--- config.mk ---
export PLATFORM = sky130hd
export DESIGN_NAME = mux_16x1_structural
export DESIGN_NICKNAME = d
export VERILOG_FILES = /design/src/rtl/mux_16x1_structural_pkg.sv /design/src/rtl/mux_16x1_structural_mux2x1.sv /design/src/rtl/mux_16x1_structural.sv
export SDC_FILE = /design/constraint.sdc
export NUM_CORES = 1
export LEC_CHECK = 0
export BUFFER_PORTS_ARGS = -buffer_cell sky130_fd_sc_hd__buf_2
export CAP_MARGIN = 20
export CORE_AREA = 2 2 39 41
export CTS_CLUSTER_SIZE = 40
export DETAILED_ROUTE_END_ITERATION = 12
export DIE_AREA = 0 0 41 43
export PLACE_DENSITY = 0.65
export SYNTH_ARGS = -nofsm -noshare
export SYNTH_HDL_FRONTEND = slang
export SYNTH_HIERARCHICAL = 1
export SYNTH_SLANG_ARGS = --single-unit
--- constraint.sdc ---
create_clock -name clk -period 1.3 [get_ports clk]
set_clock_uncertainty 0.05 [all_clocks]
set_input_delay 0.13 -clock clk [delete_from_list [all_inputs] [get_ports clk]]
set_output_delay 0.13 -clock clk [all_outputs]
set_load 0.005 [all_outputs]
--- src/rtl/mux_16x1_structural_pkg.sv ---
// -----------------------------------------------------------------------------
// mux_16x1_structural_pkg
// Shared constants for the 16:1 structural multiplexer and its 2:1 tree.
//   N_IN   : number of data channels
//   SEL_W  : width of the channel select
//   L1_N.. : number of 2:1 cells in each tree level (8/4/2/1)
// -----------------------------------------------------------------------------
package mux_16x1_structural_pkg;

    localparam int N_IN  = 16;
    localparam int SEL_W = 4;

    // Each tree level halves the number of live candidates.
    localparam int L1_N  = N_IN / 2;
    localparam int L2_N  = L1_N / 2;
    localparam int L3_N  = L2_N / 2;

endpackage : mux_16x1_structural_pkg

--- src/rtl/mux_16x1_structural_mux2x1.sv ---
// -----------------------------------------------------------------------------
// mux2x1
// W-bit 2:1 multiplexer cell used as the building block of the 16:1 tree.
//   a : input  [W-1:0]  selected when s = 0
//   b : input  [W-1:0]  selected when s = 1
//   s : input           select
//   y : output [W-1:0]  selected data
// An unknown select drives an unknown result instead of silently picking a
// leg; a plain ternary would hide an X select whenever a and b agree.
// -----------------------------------------------------------------------------
module mux2x1 #(
    parameter int W = 1
) (
    input  logic [W-1:0] a,
    input  logic [W-1:0] b,
    input  logic         s,
    output logic [W-1:0] y
);

    assign y = (s == 1'b1) ? b :
               ((s == 1'b0) ? a : {W{1'bx}});

endmodule : mux2x1

--- src/rtl/mux_16x1_structural.sv ---
// -----------------------------------------------------------------------------
// mux_16x1_structural
// 16:1 multiplexer built as a four-level tree of mux2x1 cells, with a
// registered copy of the selected data and of the select.
//   clk   : input            rising-edge clock for the output register
//   rst_n : input            asynchronous active-low reset
//   in    : input  [16*W-1:0] channel k at bits [k*W+W-1 : k*W]
//   sel   : input  [3:0]     channel select 0..15
//   en    : input            capture enable for out_q / sel_q
//   out   : output [W-1:0]   combinational selected channel
//   out_q : output [W-1:0]   registered copy of out
//   sel_q : output [3:0]     registered copy of sel, captured with out_q
// -----------------------------------------------------------------------------
module mux_16x1_structural
    import mux_16x1_structural_pkg::*;
#(
    parameter int W = 1
) (
    input  logic                clk,
    input  logic                rst_n,
    input  logic [N_IN*W-1:0]   in,
    input  logic [SEL_W-1:0]    sel,
    input  logic                en,
    output logic [W-1:0]        out,
    output logic [W-1:0]        out_q,
    output logic [SEL_W-1:0]    sel_q
);

    // Tree nodes: level n holds the survivors after select bit n-1.
    logic [W-1:0] w_l1_s [L1_N];
    logic [W-1:0] w_l2_s [L2_N];
    logic [W-1:0] w_l3_s [L3_N];
    logic [W-1:0] w_l4_s;

    logic [W-1:0]     r_out_q_r;
    logic [SEL_W-1:0] r_sel_q_r;

    // Level 1: pair adjacent channels on sel[0].
    for (genvar i = 0; i < L1_N; i++) begin : g_l1
        mux2x1 #(.W(W)) u_mux (
            .a (in[(2*i)*W   +: W]),
            .b (in[(2*i+1)*W +: W]),
            .s (sel[0]),
            .y (w_l1_s[i])
        );
    end

    // Level 2: pair level-1 results on sel[1].
    for (genvar i = 0; i < L2_N; i++) begin : g_l2
        mux2x1 #(.W(W)) u_mux (
            .a (w_l1_s[2*i]),
            .b (w_l1_s[2*i+1]),
            .s (sel[1]),
            .y (w_l2_s[i])
        );
    end

    // Level 3: pair level-2 results on sel[2].
    for (genvar i = 0; i < L3_N; i++) begin : g_l3
        mux2x1 #(.W(W)) u_mux (
            .a (w_l2_s[2*i]),
            .b (w_l2_s[2*i+1]),
            .s (sel[2]),
            .y (w_l3_s[i])
        );
    end

    // Level 4: final choice on the select MSB.
    mux2x1 #(.W(W)) u_mux_l4 (
        .a (w_l3_s[0]),
        .b (w_l3_s[1]),
        .s (sel[3]),
        .y (w_l4_s)
    );

    assign out = w_l4_s;

    // Output register: capture the tree result and its select when enabled.
    always_ff @(posedge clk or negedge rst_n) begin
        if (!rst_n) begin
            r_out_q_r <= {W{1'b0}};
            r_sel_q_r <= {SEL_W{1'b0}};
        end else if (en) begin
            r_out_q_r <= w_l4_s;
            r_sel_q_r <= sel;
        end else begin
            r_out_q_r <= r_out_q_r;
            r_sel_q_r <= r_sel_q_r;
        end
    end

    assign out_q = r_out_q_r;
    assign sel_q = r_sel_q_r;

endmodule : mux_16x1_structural

==> results of run 1 <==
[registers in the layout, indices dropped and copies added (netlist names)]
register,count
sel_q,4
out_q,1
[metal layers]
metal | track usage | vias to the layer above
met2 | 0.184 | 29
met5 | 0 | -
met3 | 0.0157 | 0
li1 | - | 164
met1 | 0.125 | 142
met4 | 0.0600 | 0
[critical path, stage by stage]
cell	delay, ns
buf_12	0.11
mux2_4	0.28
mux2_4	0.26
mux2_4	0.26
mux2_4	0.28
buf_6	0.12
[per-stage QoR]
stage / instances / cell area (µm²) / utilization / worst slack (ns) / total power [mW]
2_1_floorplan: 25 / 410 / - / -0.316 / 0.287
3_3_place_gp: 70 / 578 / 0.418 / -0.594 / 0.364
3_5_place_dp: 70 / 578 / 0.418 / -0.628 / 0.369
4_1_cts: 76 / 663 / 0.479 / -0.328 / 0.573
5_1_grt: 76 / 663 / 0.479 / -0.354 / 0.604
6_report: 76 / 663 / 0.479 / -0.324 / 0.561
[cell families after synthesis]
| group | after synthesis |
|---|---|
| flops | 5 |
| mux | 20 |
[cell usage in the layout (no fill, tap or decap)]
cell type	synthesis	routed
dlygate4sd3_1	0	1
buf_2	0	26
clkbuf_1	0	1
buf_4	0	1
dfrtp_1	5	5
buf_16	0	1
buf_12	0	1
clkbuf_4	0	3
buf_6	0	1
mux2_2	5	4
mux2_4	15	16
[final timing paths]
path	start	endpoint	depth (start not counted)
worst max-delay path	sel[0]	out	6
worst min-delay path	sel[3]	sel_q[3]	2
worst max register to register	out_q	out_q	1
worst min register to register	sel_q[3]	sel_q[3]	1
max in group asynchronous	rst_n	sel_q[1]	2
min in group asynchronous	rst_n	sel_q[2]	2
[cells in the mapped netlist]
cell type	number	share of area
mux2_4	15	0.55
dfrtp_1	5	0.31
mux2_2	5	0.14
[area by class of cell]
type	count	area [µm²]
flip-flops and latches	5	125
clock buffers	4	26.3
multi-input cells	20	285
fillers	127	721
well taps	16	20.0
repair buffers	31	206
[power breakdown]
part           internal (mW)  switching, mW
sequential             0.175        0.00910
combinational          0.146         0.0565
clock                  0.116         0.0590
[what timing repair did]
item                                    in CTS  in global routing
hold endpoints to repair                     5                  0
cloned                                       1                  0
hold buffers                                 1                  0
resized for setup                            6                  0
endpoints found under the setup margin       2                  2
==> results.yml, run 1 <==
worst_setup_path:
  critical_path_peak_fanout: 5
  timing.critical_path.arrival_ns: 1.44
  critPathRequiredTime_ns: 1.12
  ff2ff_setup_slack_ns: 0.49
  setup.worst_path.class: "input pin to output port"
  setup.worst_path.end_class: "output port"
  worst_setup_path_start_kind: "input pin"
drt:
  routed_wl_um: 851
  drc_violation_total_after_the_first_tritonroute_iteration: 0
  dr_wl_met2_um: 387
  routedWlPerCell_um: 11.2
  met1Wirelength_um: 345
  met3_length_um: 118
  drt_pre_antenna_iters: 1
  number_of_routed_nets_with_antenna_violations: 0
  drt-vias-per-instance: 4.41
  route.top_layer_used: "met3"
  drc_errors: 0
  vias: 335
timing:
  max_freq_ghz: 0.616
  slew_at_the_pin_with_the_worst_max_slew_slack_ns: 0.154
  grt_setup_unrepaired: "yes"
  post-route-worst-setup-slack_ns: -0.324
  setup_viol: 2
  final-max-slew-violation-count: 0
  hold_violations: 0
  finalCriticalPeriod_ns: 1.62
  layout_worst_path_cycle_share: 1.25
  hold-worst-slack_ns: 0.109
  fin_tns_setup_ns: -0.539
  slew_margin_rel: 0.897
place:
  final_weighted_congestion_of_routability_driven_global_placement: 0.621
  placement.io_buffers: 28
synth:
  post_synth_and_or_nand_nor_area_fraction: 0
  largest_family_of_logic_cells_by_synthesized_area: "multiplexers"
  synth_seq_area_share: 0.308
  synth_area_um2: 407
  yosys.cell_types.count: 3
  post_synthesis_net_count: 48
  synth_warnings: 6
  synth_cells: 25
  post_synth_xor_area_fraction: 0
  synth.mux.area_fraction: 0.692
  ys_seq_elements: 5
  synth_area_per_cell_um2: 16.3
  synth-compound-area-share: 0
  yosys.area_share.adder: 0
floorplan:
  pin_count: 29
  core-area_um2: 1380
  standard_cell_rows: 14
  floorplan.initialDensity: 0.294
  die_x_um: 41
  dieArea_um2: 1760
  die-height_um: 43
cts:
  clk_root_buffer_cell: "clkbuf_4"
  cts_tree: "done"
  tritoncts.num_buffers: 3
  clock_pin_slew_worst_setup_and_hold_paths_ns: 0.04
  cts-root-to-sink-buffers: 2
  postCtsSetupBuffers: 0
  htree_levels: 1
  clock_insertion_delay_worst_skew_ns: 0.24
  cts_sinks: 5
global_routing:
  antenna_found_initial: 0
  grt_start_max_net_pins: 6
  groute.usage.overall: 0.110
  globalRoute.totalOverflow: 0
  grt_first_pass_wirelength_um: 1320
  vias_in_the_first_global_route: 342
status:
  run_status: "complete, but fails checks"
  failed_checks: "setup timing"
finish:
  post_route_cells_drive_above_1_share: 0.883
  insertedDiodeCount: 0
  finalNetCount: 84
  area_growth_pct: 63.1
pwr:
  pwr_density_cell_nw_per_um2: 846
  power.leakage_nw: 0.360
  max-vdd-ir-drop_v: 0.000309
hold_path:
  worstHoldPathType: "input pin to flop"
job:
  drv.max_cap_violation_count: 0
Note: power is estimated with default switching activity, not from simulation.
==> run 2: changes to the inputs <==
Settings changed: ABC_AREA set to 1, PLACE_DENSITY 0.65 to 0.66.
==> results.yml, run 2 <==
global_routing:
  groute.usage.overall: 0.128
  antenna_found_initial: 0
  grt_first_pass_wirelength_um: 1540
  globalRoute.totalOverflow: 0
  grt_start_max_net_pins: 18
  vias_in_the_first_global_route: 436
timing:
  setup_viol: 0
  max_freq_ghz: 0.887
  finalCriticalPeriod_ns: 1.13
  post-route-worst-setup-slack_ns: 0.172
  fin_tns_setup_ns: 0
  hold_violations: 0
  slew_margin_rel: 0.887
  hold-worst-slack_ns: 0.0762
  slew_at_the_pin_with_the_worst_max_slew_slack_ns: 0.169
  final-max-slew-violation-count: 0
  grt_setup_unrepaired: "no"
  layout_worst_path_cycle_share: 0.868
finish:
  post_route_cells_drive_above_1_share: 0.281
  finalNetCount: 138
  final.fill_count: 161
  final_instance_area_um2: 609
  area_growth_pct: 48.5
  most_frequent_standard_cell_in_the_layout_excluding_fill_and_tap_cells: "nand2_1"
  leading_cell_types_in_the_layout_fill_and_taps_excluded: "nand2_1, buf_2, inv_1, dfrtp_1, clkbuf_4"
  finalNonFillerCells: 130
  final_core_util: 0.440
  largest_register_ffs: 4
  insertedDiodeCount: 0
hold_path:
  hold-path-cell-count: 3
  worstHoldPathType: "input pin to flop"
  min_delay_worst_endpoint: "sel_q[3]"
  hold_path_origin: "sel[3]"
worst_setup_path:
  cpPeakStageDelay_ns: 0.21
  reg2reg_from: "sel_q[2]"
  setup.worst_path.end_class: "output port"
  critPathRequiredTime_ns: 1.12
  worst-r2r-cell-count: 2
  regToRegEndpoint: "sel_q[2]"
  ff2ff_setup_slack_ns: 0.65
  critical_path_peak_fanout: 17
  setup.worst_path.class: "input pin to output port"
  timing.critical_path.slowest_stage_cell: "clkbuf_4"
  timing.critical_path.arrival_ns: 0.95
  worst_setup_path_start_kind: "input pin"
  critical_path.cell_chain: "clkbuf_4 -> inv_1 -> nand2_1 -> nand2_1 -> nand2_1 -> nand2_1 -> nand2_1 -> nand2_1 -> nand2_1 -> nand2_1 -> buf_2"
  worst_path_most_repeated_cell: "nand2_1"
synth:
  postSynth.asyncResetShare: 1.00
  yosysTopAreaCell: "nand2_1"
  yosys.cell_types.count: 4
  netlist_top_cells_area: "nand2_1, dfrtp_1, inv_1"
  synth_warnings: 6
  dominantRegCellSynth: "dfrtp_1"
  synth_cells: 81
  post_synthesis_net_count: 104
  synth.top_cell.area_share: 0.549
  ys_seq_elements: 5
  yosys.cell_count.top_type: "nand2_1"
  synth_top_cells_by_count: "nand2_1, inv_1, dfrtp_1, inv_2"
  synth_area_um2: 410
  synth_area_per_cell_um2: 5.07
  synth_seq_area_share: 0.305
  synth-edff-count: 0
place:
  final_weighted_congestion_of_routability_driven_global_placement: 0.725
  dp_hpwl_um: 823
  placed_cells_incl_taps: 125
  placement.io_buffers: 28
  placed_cell_area_um2: 571
  dpl_worst_slack_ns: 0.105
floorplan:
  die-height_um: 43
  standard_cell_rows: 14
  dieArea_um2: 1760
  floorplan.initialDensity: 0.297
  die_x_um: 41
  core-area_um2: 1380
  pin_count: 29
cts:
  clock_insertion_delay_worst_skew_ns: 0.24
  clk_root_buffer_cell: "clkbuf_4"
  clock_pin_slew_worst_setup_and_hold_paths_ns: 0.04
  htree_levels: 1
  cts-root-to-sink-buffers: 2
  cts_sinks: 5
  tritoncts.num_buffers: 3
  cts_tree: "done"
drt:
  vias: 527
  number_of_routed_nets_with_antenna_violations: 0
  drc_errors: 0
  drt_pre_antenna_iters: 3
  routed_wl_um: 965
  drt-vias-per-instance: 4.05
  drc_violation_total_after_the_first_tritonroute_iteration: 3
  routedWlPerCell_um: 7.42
status:
  run_status: "completed"
job:
  drv.max_cap_violation_count: 0
pwr:
  pwr_density_cell_nw_per_um2: 809
  power.leakage_nw: 0.452
  max-vdd-ir-drop_v: 0.000258
  power.total_mw: 0.493
==> run 2: cell count changes after synthesis <==
| cell | change |
|---|---|
| mux2_2 | -5 |
| mux2_4 | -15 |
| inv_1 | +15 |
| nand2_1 | +60 |
| inv_2 | +1 |
==> run 2: logic make-up after synthesis <==
logic type,count (synthesis),share of synthesized area
buffers and inverters,16,0.146
DFF,5,0.305
and+or+nand+nor,60,0.549
==> run 2: what timing repair did <==
action                     4_1_cts  5_1_grt
hold buffers                     1        0
setup buffers                    0        0
resized for setup                0        1
hold endpoints to repair         5        0
setup endpoints to repair        0        1
==> run 2: power breakdown <==
part | switching (mW) | internal [mW]
Sequential | 0.00643 | 0.171
Combinational | 0.0725 | 0.0667
Clock | 0.0603 | 0.116
Total | 0.139 | 0.354
==> run 2: how the worst max path moves through the flow <==
stage | slack (ns) | depth (start not counted) | from | endpoint
floorplan | 0.50 | 11 | sel[0] | out_q
global placement | 0.14 | 11 | sel[0] | out
detailed placement | 0.10 | 11 | sel[0] | out
CTS | 0.10 | 11 | sel[0] | out
global route | 0.02 | 11 | sel[0] | out
finish | 0.17 | 11 | sel[0] | out
==> run 2: cell type report <==
type | count | area [µm²] | area share
tap | 16 | 20.0 | 0.0329
sequential | 5 | 125 | 0.205
multi-input combinational | 60 | 225 | 0.370
clock buffer | 4 | 26.3 | 0.0431
timing repair buffer | 29 | 153 | 0.251
inverter | 16 | 60.1 | 0.0986
==> run 2: worst max-delay path: cells and delay by family <==
kind	cells	cell delay [ns]
buffers and inverters	3	0.39
AND/OR/NAND/NOR	8	0.42
==> run 2: metal layers <==
layer | part of all wire | track usage
met5 | 0 | 0
met4 | 0.024 | 0.100
met3 | 0.086 | 0.0157
met2 | 0.47 | 0.200
met1 | 0.42 | 0.146
==> run 3: changes to the inputs <==
Settings changed: PLACE_DENSITY 0.66 to 0.76.
==> results.yml, run 3 (same netlist as run 2, synthesis figures left out) <==
timing:
  hold_violations: 0
  slew_at_the_pin_with_the_worst_max_slew_slack_ns: 0.161
  setup_viol: 0
  finalCriticalPeriod_ns: 1.10
  slew_margin_rel: 0.892
  final-max-slew-violation-count: 0
  grt_setup_unrepaired: "no"
  layout_worst_path_cycle_share: 0.849
  hold-worst-slack_ns: 0.0700
  max_freq_ghz: 0.906
  fin_tns_setup_ns: 0
worst_setup_path:
  critical_path_peak_fanout: 17
  reg2reg_from: "sel_q[0]"
  timing.critical_path.arrival_ns: 0.92
  critPathRequiredTime_ns: 1.12
  setup.worst_path.class: "input pin to output port"
  worst-r2r-cell-count: 2
  worst_setup_path_start_kind: "input pin"
  setup.worst_path.end_class: "output port"
  ff2ff_setup_slack_ns: 0.64
  regToRegEndpoint: "sel_q[0]"
finish:
  final_core_util: 0.440
  final.fill_count: 156
  area_growth_pct: 48.5
  final_instance_area_um2: 609
  finalNetCount: 138
  most_frequent_standard_cell_in_the_layout_excluding_fill_and_tap_cells: "nand2_1"
  insertedDiodeCount: 0
  largest_register_ffs: 4
  leading_cell_types_in_the_layout_fill_and_taps_excluded: "nand2_1, buf_2, inv_1, dfrtp_1, clkbuf_4"
  post_route_cells_drive_above_1_share: 0.281
place:
  placement.io_buffers: 28
  dp_hpwl_um: 788
  placed_cell_area_um2: 571
  final_weighted_congestion_of_routability_driven_global_placement: 0.745
floorplan:
  pin_count: 29
  dieArea_um2: 1760
  die_x_um: 41
  core-area_um2: 1380
  standard_cell_rows: 14
  floorplan.initialDensity: 0.297
  die-height_um: 43
pwr:
  power.switching_mw: 0.140
  switching_share: 0.284
  p_comb_frac: 0.282
  power.leakage_nw: 0.452
  share_of_total_power_in_sequential_cells: 0.360
  internal_power_mw: 0.354
  pwr_density_cell_nw_per_um2: 811
  power.total_mw: 0.494
  max-vdd-ir-drop_v: 0.000258
  p_clk_frac: 0.358
status:
  run_status: "completed"
cts:
  cts_tree: "done"
  cts-root-to-sink-buffers: 2
  htree_levels: 1
  postCtsSetupBuffers: 0
  clock_insertion_delay_worst_skew_ns: 0.24
  clk_root_buffer_cell: "clkbuf_4"
  tritoncts.num_buffers: 3
  cts_sinks: 5
  clock_pin_slew_worst_setup_and_hold_paths_ns: 0.04
hold_path:
  min_delay_worst_endpoint: "sel_q[3]"
  worstHoldPathType: "input pin to flop"
  hold-path-cell-count: 3
  hold_path_origin: "sel[3]"
drt:
  vias: 534
  drc_errors: 0
  routedWlPerCell_um: 7.23
  drc_violation_total_after_the_first_tritonroute_iteration: 3
  drt-vias-per-instance: 4.11
  number_of_routed_nets_with_antenna_violations: 0
  drt_pre_antenna_iters: 2
  routed_wl_um: 940
global_routing:
  grt_start_max_net_pins: 18
  antenna_found_initial: 0
  groute.usage.overall: 0.137
  vias_in_the_first_global_route: 444
  grt_first_pass_wirelength_um: 1670
  globalRoute.totalOverflow: 0
job:
  drv.max_cap_violation_count: 0
==> run 3: per-layer routing <==
layer  track usage  share of wire
met1         0.167           0.42
met2         0.213           0.45
met3        0.0262           0.11
met4        0.0800          0.027
met5             0              0
==> run 3: final cells by class <==
type	count	area (µm²)	area share
Clock buffer	4	26.3	0.0431
Inverter	16	60.1	0.0986
Multi-Input combinational cell	60	225	0.370
Sequential cell	5	125	0.205
Tap cell	16	20.0	0.0329
Timing Repair Buffer	29	153	0.251
==> run 3: through the flow <==
stage | setup WS [ns] | instances
2_1_floorplan | 0.503 | 81
3_3_place_gp | 0.150 | 125
3_5_place_dp | 0.126 | 125
4_1_cts | 0.125 | 130
5_1_grt | 0.0266 | 130
6_report | 0.196 | 130
==> run 3: worst max-delay path, cell delays in order <==
cell,delay (ns)
clkbuf_4,0.20
inv_1,0.06
nand2_1,0.06
nand2_1,0.05
nand2_1,0.06
nand2_1,0.05
nand2_1,0.05
nand2_1,0.04
nand2_1,0.06
nand2_1,0.05
buf_2,0.12
==> run 3: worst max path at each step <==
stage,startpoint,to,slack [ns],cells after the start
2_1_floorplan,sel[0],out_q,0.50,11
3_3_place_gp,sel[0],out,0.15,11
3_5_place_dp,sel[0],out,0.13,11
4_1_cts,sel[0],out,0.12,11
5_1_grt,sel[0],out,0.03,11
6_report,sel[0],out,0.20,11
==> run 3: power groups by stage <==
stage          Sequential, mW  Combinational (mW)  Clock (mW)
3_5_place_dp            0.180               0.138           0
6_report                0.178               0.139       0.177
5_1_grt                 0.179               0.167       0.189
3_3_place_gp            0.179               0.135           0
4_1_cts                 0.178               0.141       0.184
2_1_floorplan           0.183              0.0618           0
==> run 3: timing repair <==
action	in CTS	in global routing
setup endpoints to repair	0	1
hold buffers	1	0
gates resized for setup	0	1
endpoints found under the hold margin	5	0
